[src/rtl/apb_uart_multi.sv]
// apb_uart_multi: NrChannels 8N1 UARTs behind one APB slave.
// Ports: clk_i/rst_i, APB (psel/penable/pwrite/paddr/pwdata ->
// prdata/pready/pslverr), rx_i/tx_o serial lines, irq_o per channel.

module apb_uart_ch #(
  parameter int          FifoDepth  = 4,
  parameter logic [15:0] DefaultDiv = 16'd433
) (
  input  logic        clk_i,
  input  logic        rst_i,
  input  logic        acc_i,
  input  logic        we_i,
  input  logic [1:0]  reg_i,
  input  logic [31:0] wdata_i,
  output logic [31:0] rdata_o,
  output logic        err_o,
  input  logic        rx_i,
  output logic        tx_o,
  output logic        irq_o
);

  localparam int AW = $clog2(FifoDepth);
  localparam int CW = AW + 1;
  localparam logic [CW-1:0] Full = CW'(FifoDepth);

  typedef enum logic [1:0] {IDLE, START, DATA, STOP} st_e;

  logic [7:0]    tmem_q [FifoDepth];
  logic [7:0]    rmem_q [FifoDepth];
  logic [AW-1:0] twp_q, twp_d, trp_q, trp_d;
  logic [AW-1:0] rwp_q, rwp_d, rrp_q, rrp_d;
  logic [CW-1:0] tcnt_q, tcnt_d, rcnt_q, rcnt_d;
  logic [15:0]   div_q, div_d;
  logic [3:0]    ctrl_q, ctrl_d;
  logic          ovr_q, ovr_d, ferr_q, ferr_d;
  logic          irq_q, irq_d;
  st_e           txs_q, txs_d, rxs_q, rxs_d;
  logic [15:0]   tctr_q, tctr_d, tdiv_q, tdiv_d;
  logic [2:0]    tbit_q, tbit_d;
  logic [7:0]    tsh_q, tsh_d;
  logic          tx_q, tx_d;
  logic [2:0]    sync_q;
  logic [15:0]   rctr_q, rctr_d, rdiv_q, rdiv_d;
  logic [2:0]    rbit_q, rbit_d;
  logic [7:0]    rsh_q, rsh_d;

  logic wr, rd, tfull, tempty, rfull, rempty;
  logic tpush, tpop, rpop, rpush, rdone, rbad;
  logic tgo, tend, rend, tlaunch;
  logic [16:0] half;
  logic [15:0] wdiv;
  logic unused_ok;

  assign wr     = acc_i & we_i;
  assign rd     = acc_i & ~we_i;
  assign tfull  = tcnt_q == Full;
  assign tempty = tcnt_q == '0;
  assign rfull  = rcnt_q == Full;
  assign rempty = rcnt_q == '0;
  assign tpush  = wr & (reg_i == 2'd0) & ~tfull;
  assign rpop   = rd & (reg_i == 2'd0) & ~rempty;
  // a full RX FIFO still accepts when popped in the same cycle
  assign rpush  = rdone & (~rfull | rpop);
  assign tpop   = tlaunch;
  assign tgo    = ctrl_q[0] & ~tempty;
  assign tend   = tctr_q == tdiv_q;
  assign rend   = rctr_q == rdiv_q;
  // last count of the floor((DIV+1)/2) start-bit wait
  assign half   = (({1'b0, rdiv_q} + 17'd1) >> 1) - 17'd1;
  assign wdiv   = (wdata_i[15:0] < 16'd3) ? 16'd3 : wdata_i[15:0];
  assign unused_ok = ^wdata_i[31:16];
  assign tx_o   = tx_q;
  assign irq_o  = irq_q;

  assign err_o = we_i & ((reg_i == 2'd1) |
                         ((reg_i == 2'd0) & tfull));

  always_comb begin
    rdata_o = '0;
    unique case (reg_i)
      2'd0: rdata_o = {23'd0, rempty,
                       rempty ? 8'd0 : rmem_q[rrp_q]};
      2'd1: rdata_o = {25'd0, txs_q != IDLE, ferr_q, ovr_q,
                       rempty, rfull, tempty, tfull};
      2'd2: rdata_o = {16'd0, div_q};
      2'd3: rdata_o = {28'd0, ctrl_q};
    endcase
  end

  always_comb begin
    div_d  = div_q;
    ctrl_d = ctrl_q;
    ovr_d  = ovr_q;
    ferr_d = ferr_q;
    if (wr && reg_i == 2'd2) div_d = wdiv;
    if (wr && reg_i == 2'd3) begin
      ctrl_d = wdata_i[3:0];
      if (wdata_i[4]) ovr_d = 1'b0;
      if (wdata_i[5]) ferr_d = 1'b0;
    end
    if (rdone && rfull && !rpop) ovr_d = 1'b1;
    if (rbad) ferr_d = 1'b1;
    twp_d  = twp_q + AW'(tpush);
    trp_d  = trp_q + AW'(tpop);
    tcnt_d = tcnt_q + CW'(tpush) - CW'(tpop);
    rwp_d  = rwp_q + AW'(rpush);
    rrp_d  = rrp_q + AW'(rpop);
    rcnt_d = rcnt_q + CW'(rpush) - CW'(rpop);
    irq_d  = (ctrl_q[2] & ~rempty) |
             (ctrl_q[3] & tempty & (txs_q == IDLE)) |
             ovr_q | ferr_q;
  end

  always_comb begin
    txs_d   = txs_q;
    tctr_d  = tctr_q + 16'd1;
    tbit_d  = tbit_q;
    tsh_d   = tsh_q;
    tdiv_d  = tdiv_q;
    tx_d    = tx_q;
    tlaunch = 1'b0;
    unique case (txs_q)
      IDLE: begin
        tctr_d  = '0;
        tx_d    = 1'b1;
        tlaunch = tgo;
      end
      START: if (tend) begin
        tctr_d = '0;
        tbit_d = '0;
        tx_d   = tsh_q[0];
        txs_d  = DATA;
      end
      DATA: if (tend) begin
        tctr_d = '0;
        tbit_d = tbit_q + 3'd1;
        tsh_d  = tsh_q >> 1;
        tx_d   = tsh_q[1];
        if (tbit_q == 3'd7) begin
          tx_d  = 1'b1;
          txs_d = STOP;
        end
      end
      STOP: if (tend) begin
        txs_d   = IDLE;
        tlaunch = tgo;
      end
    endcase
    // STOP chains straight into the next START
    if (tlaunch) begin
      txs_d  = START;
      tctr_d = '0;
      tsh_d  = tmem_q[trp_q];
      tdiv_d = div_q;
      tx_d   = 1'b0;
    end
  end

  always_comb begin
    rxs_d  = rxs_q;
    rctr_d = rctr_q + 16'd1;
    rbit_d = rbit_q;
    rsh_d  = rsh_q;
    rdiv_d = rdiv_q;
    rdone  = 1'b0;
    rbad   = 1'b0;
    unique case (rxs_q)
      IDLE: begin
        rctr_d = '0;
        if (ctrl_q[1] && sync_q[2] && !sync_q[1]) begin
          rxs_d  = START;
          rdiv_d = div_q;
        end
      end
      START: if ({1'b0, rctr_q} == half) begin
        rctr_d = '0;
        rbit_d = '0;
        rxs_d  = sync_q[1] ? IDLE : DATA;
      end
      DATA: if (rend) begin
        rctr_d = '0;
        rsh_d  = {sync_q[1], rsh_q[7:1]};
        rbit_d = rbit_q + 3'd1;
        if (rbit_q == 3'd7) rxs_d = STOP;
      end
      STOP: if (rend) begin
        rxs_d = IDLE;
        rdone = sync_q[1];
        rbad  = ~sync_q[1];
      end
    endcase
  end

  always_ff @(posedge clk_i) begin
    if (rst_i) begin
      twp_q  <= '0; trp_q <= '0; tcnt_q <= '0;
      rwp_q  <= '0; rrp_q <= '0; rcnt_q <= '0;
      div_q  <= DefaultDiv;
      ctrl_q <= '0;
      ovr_q  <= 1'b0;
      ferr_q <= 1'b0;
      irq_q  <= 1'b0;
      txs_q  <= IDLE; tctr_q <= '0; tdiv_q <= '0;
      tbit_q <= '0;   tsh_q  <= '0; tx_q   <= 1'b1;
      sync_q <= 3'b111;
      rxs_q  <= IDLE; rctr_q <= '0; rdiv_q <= '0;
      rbit_q <= '0;   rsh_q  <= '0;
    end else begin
      twp_q  <= twp_d; trp_q <= trp_d; tcnt_q <= tcnt_d;
      rwp_q  <= rwp_d; rrp_q <= rrp_d; rcnt_q <= rcnt_d;
      div_q  <= div_d;
      ctrl_q <= ctrl_d;
      ovr_q  <= ovr_d;
      ferr_q <= ferr_d;
      irq_q  <= irq_d;
      txs_q  <= txs_d; tctr_q <= tctr_d; tdiv_q <= tdiv_d;
      tbit_q <= tbit_d; tsh_q <= tsh_d; tx_q   <= tx_d;
      sync_q <= {sync_q[1:0], rx_i};
      rxs_q  <= rxs_d; rctr_q <= rctr_d; rdiv_q <= rdiv_d;
      rbit_q <= rbit_d; rsh_q <= rsh_d;
    end
  end

  always_ff @(posedge clk_i) begin
    if (tpush) tmem_q[twp_q] <= wdata_i[7:0];
    if (rpush) rmem_q[rwp_q] <= rsh_q;
  end

endmodule

module apb_uart_multi #(
  parameter int          NrChannels = 2,
  parameter int          FifoDepth  = 4,
  parameter int          AddrWidth  = 32,
  parameter logic [15:0] DefaultDiv = 16'd433
) (
  input  logic                  clk_i,
  input  logic                  rst_i,
  input  logic                  psel_i,
  input  logic                  penable_i,
  input  logic                  pwrite_i,
  input  logic [AddrWidth-1:0]  paddr_i,
  input  logic [31:0]           pwdata_i,
  output logic [31:0]           prdata_o,
  output logic                  pready_o,
  output logic                  pslverr_o,
  input  logic [NrChannels-1:0] rx_i,
  output logic [NrChannels-1:0] tx_o,
  output logic [NrChannels-1:0] irq_o
);

  logic        pready_q, pready_d;
  logic        pslverr_q, pslverr_d;
  logic [31:0] prdata_q, prdata_d;
  logic        acc;
  logic [2:0]  ch;
  logic [31:0] rd [NrChannels];
  logic [NrChannels-1:0] err;
  logic [31:0] rsel;
  logic        esel;
  logic        unused_ok;

  // ~pready_q keeps a held access from firing twice
  assign acc = psel_i & penable_i & ~pready_q;
  assign ch  = paddr_i[6:4];
  assign unused_ok = ^{paddr_i[AddrWidth-1:7], paddr_i[1:0]};

  for (genvar g = 0; g < NrChannels; g++) begin : g_ch
    apb_uart_ch #(
      .FifoDepth (FifoDepth),
      .DefaultDiv(DefaultDiv)
    ) u_ch (
      .clk_i  (clk_i),
      .rst_i  (rst_i),
      .acc_i  (acc && ch == 3'(g)),
      .we_i   (pwrite_i),
      .reg_i  (paddr_i[3:2]),
      .wdata_i(pwdata_i),
      .rdata_o(rd[g]),
      .err_o  (err[g]),
      .rx_i   (rx_i[g]),
      .tx_o   (tx_o[g]),
      .irq_o  (irq_o[g])
    );
  end

  // unmapped channel: error with zero data
  always_comb begin
    rsel = '0;
    esel = 1'b1;
    for (int c = 0; c < NrChannels; c++) begin
      if (ch == 3'(c)) begin
        rsel = rd[c];
        esel = err[c];
      end
    end
    pready_d  = acc;
    prdata_d  = acc ? rsel : '0;
    pslverr_d = acc & esel;
  end

  always_ff @(posedge clk_i) begin
    if (rst_i) begin
      pready_q  <= 1'b0;
      pslverr_q <= 1'b0;
      prdata_q  <= '0;
    end else begin
      pready_q  <= pready_d;
      pslverr_q <= pslverr_d;
      prdata_q  <= prdata_d;
    end
  end

  assign pready_o  = pready_q;
  assign pslverr_o = pslverr_q;
  assign prdata_o  = prdata_q;

endmodule

[config.mk]
export PLATFORM = sky130hd
export DESIGN_NAME = apb_uart_multi
export DESIGN_NICKNAME = d
export VERILOG_FILES = /design/src/rtl/apb_uart_multi.sv
export SDC_FILE = /design/constraint.sdc
export NUM_CORES = 1
export LEC_CHECK = 0
export CORE_MARGIN = 3
export CORE_UTILIZATION = 35
export DETAILED_ROUTE_END_ITERATION = 12
export HOLD_SLACK_MARGIN = 0.08
export PLACE_DENSITY_LB_ADDON = 0.08
export SYNTH_ARGS = -nofsm -noshare
export SYNTH_HDL_FRONTEND = slang
export SYNTH_SLANG_ARGS = --single-unit
[constraint.sdc]
create_clock -name clk_i -period 7.2 [get_ports clk_i]
set_input_delay 1.08 -clock clk_i [delete_from_list [all_inputs] [get_ports clk_i]]
set_output_delay 1.08 -clock clk_i [all_outputs]
set_load 0.05 [all_outputs]
==> flow_summary.ini <==
[status]
status = finished, final reports clean

[critical_path]
crit_arrival_ns = 5.13
cp_max_fo = 20
crit_chain = ha_1 > nand3_1 > or4_4 > xnor2_1 > a22oi_1 > o21ai_0 > a2111oi_0 > o2111ai_1 > a21oi_1 > or2_1 > nor2_1
path_class = flop to flop
cpMaxStageDelayCell = ha_1
cp-end-kind = flop
required_ns = 7.63
worst_setup_path_start_kind = flop
cp_slowest_stage_delay_ns = 0.76

[drt]
vias = 14200
route.detailed.drc = 0
top_layer = met5
met3WireLength_mm = 2.34
antenna_left = 0
first_pass_iters = 5
wl_met1_mm = 23.7
drt_iter0_drc = 787
routed_wl_mm = 51.2
route.met2.wl_mm = 24.0
viasPerCell = 5.07
routedWlPerCell_um = 18.3

[synthesis]
synth_cells = 2022
synthArstFlopShare_pct = 0
synth_top_area_share_pct = 28.1
yosysMostFrequentCell = dfxtp_1
synth_edf_count = 128
synth_seq_cells = 408
synth-seq-area-share_pct = 47.4
synth_cell_types = 92
yosys_warnings = 0
synth_top_cell_by_area = dfxtp_1
ys_top_cells_by_area = dfxtp_1 (28%), edfxtp_1 (19%), xnor2_1 (6.2%), nand2_1 (4.9%), mux4_2 (4.2%)
ys.flop_type = dfxtp_1
synthTopCellsByCount = dfxtp_1 (280), nand2_1 (262), nor2_1 (207), xnor2_1 (142), edfxtp_1 (128)
syn_area_per_cell_um2 = 9.85
synth_area_um2 = 19900

[global_route]
antenna_found_initial = 2
grt_pass1_vias = 13900
grt-ovfl-total = 0
grt_pass1_wl_mm = 80.3
grt_start_max_net_pins = 83
grtUsageTotal_pct = 17.1

[timing]
setup_tns_ns = 0
tightest_slew_ns = 1.14
fin_worst_skew_ns = 0.0162
setup_viol = 0
finalCritPeriodShare_pct = 65.2
setup_ws_ns = 2.51
finalHoldViolations = 0
rsz0062_at_grt = no
min_period_ns = 4.69
timing.fmax_ghz = 0.213
drv_slew = 0
relSlewSlack_pct = 23.7

[die]
die_y_um = 245
top_level_ports = 109
rows = 86
dieArea_um2 = 59800
initial_core_util_pct = 35.7
fp.dieW_um = 245
core_area_um2 = 55700

[clock_tree]
cts_resized = 0
clk_pin_slew_ns = 0.06
cts.htree.levels = 2
clk_latency_ns = 0.58
post_cts_buffers = 0
tritoncts = done
clock_sink_count = 408
cts_hold_buf = 0
cts.path.max_buffers = 3
numCtsBuffers = 47
cts_root_buf = clkbuf_16

[place]
hpwlAfterDp_mm = 36.2
dpl_cell_area_um2 = 20900
io_buffer_count = 49
dp.cells = 2710
place_worst_setup_slack_ns = 2.55
place.gp.congestion = 0.801

[layout]
regArea_um2 = 9450
antenna_cells = 0
nets = 2140
syn_to_final_growth_pct = 12.5
final_area_um2 = 22400
multi_input_area_um2 = 9680
final_layout_size_suffix_gt1_share_pct = 8.55
layoutNonFillerInstCount = 2795
utilization_pct = 40.2
fillers = 5574

[run]
drv_cap = 0

[pwr]
p_per_area_nw_per_um2 = 230
peakVddDrop_mv = 0.173
leakagePower_nw = 7.97

[hold_path]
hold_path.class = flop to flop
final timing paths:
check                                           start                                end  slack [ns]  depth (start not counted)
hold / removal      g_ch[1].u_ch.sync_q[0]$_SDFF_PP1_  g_ch[1].u_ch.sync_q[1]$_SDFF_PP1_        0.41                          1
setup / recovery  g_ch[0].u_ch.rdiv_q[1]$_SDFFE_PP0P_  g_ch[0].u_ch.rctr_q[9]$_SDFF_PP0_        2.51                         11
hold reg to reg     g_ch[1].u_ch.sync_q[0]$_SDFF_PP1_  g_ch[1].u_ch.sync_q[1]$_SDFF_PP1_        0.41                          1
setup reg to reg  g_ch[0].u_ch.rdiv_q[1]$_SDFFE_PP0P_  g_ch[0].u_ch.rctr_q[9]$_SDFF_PP0_        2.51                         11
critical path: cells and delay by family (launching register included):
| family | cells | cell delay, ns |
|---|---|---|
| and+or+nand+nor | 4 | 1.52 |
| DFF | 1 | 0.59 |
| AOI/OAI and AO/OA | 5 | 1.48 |
| xor gates and xnor gates | 1 | 0.20 |
| adders and majority gates | 1 | 0.76 |
power by group:
group	switching (mW)	leakage, nW	total [mW]	internal [mW]
Sequential	0.0285	3.43	2.41	2.39
Clock	0.974	0.741	2.37	1.40
Combinational	0.243	3.80	0.376	0.133
kinds of logic (layout without fill, tap and decap cells):
family | after synthesis | after routing | share of synthesized area, %
simple gates | 787 | 787 | 19.4
compound gates | 274 | 274 | 8.84
other cells | 1 | 16 | 0.0188
buf+inv | 195 | 205 | 4.35
mux | 93 | 93 | 7.01
fa+ha+maj | 58 | 58 | 3.79
flops | 408 | 408 | 47.4
xor+xnor | 206 | 206 | 9.16
metrics by stage:
step	power (mW)	hold slack [ns]
finish	5.16	0.408
global route	5.37	0.427
CTS	5.25	0.409
detailed placement	2.84	0.394
global placement	2.84	0.393
floorplan	2.73	0.389
sequential cells by signal (all words and copies together) (netlist names), 6 cells and up, named ones only:
| name | cells |
|---|---|
| g_ch.u_ch.tbit_q | 6 |
| g_ch.u_ch.rsh_q | 16 |
| prdata_o | 16 |
| g_ch.u_ch.tctr_q | 32 |
| g_ch.u_ch.rctr_q | 32 |
| g_ch.u_ch.ctrl_q | 8 |
| g_ch.u_ch.tsh_q | 16 |
| g_ch.u_ch.rbit_q | 6 |
| g_ch.u_ch.div_q | 32 |
| g_ch.u_ch.tdiv_q | 32 |
| g_ch.u_ch.rcnt_q | 6 |
| g_ch.u_ch.tcnt_q | 6 |
| g_ch.u_ch.sync_q | 6 |
| g_ch.u_ch.rmem_q | 64 |
| g_ch.u_ch.tmem_q | 64 |
| g_ch.u_ch.rdiv_q | 32 |
cell usage in the layout (no fill, tap or decap), drive strengths merged, types with 5 or more instances in the layout:
cell,count
or2,11
a211oi,27
nand2,263
a2111oi,5
or3,15
clkdlybuf4s50,48
a21oi,126
nand4,42
o21a,5
edfxtp,128
dfxtp,280
conb,16
mux2i,53
xnor2,142
ha,54
and2,13
nor3b,8
and3,33
nor3,32
nand2b,19
nor4,27
nor2,208
inv,52
a22oi,18
nor2b,23
or4,5
clkinv,17
nand3b,19
nand3,51
mux4,37
xor2,63
and4,9
clkbuf,60
buf,19
a31oi,6
o21ai,36
clkinvlp,5
metal layers:
metal  GRT usage (%)  up-vias
met5               0        -
met4            4.98        4
li1                -     7035
met3            2.83       73
met1            22.9     6825
met2            28.4      240
final cells by class:
cell class	instances	area share, %
Timing Repair Buffer	67	2.80
Clock inverter	25	1.16
Inverter	53	0.887
Clock buffer	60	5.69
Multi-Input combinational cell	1434	43.2
Sequential cell	408	42.1
Tap cell	748	4.17
Power figures use the tool's default switching activity.
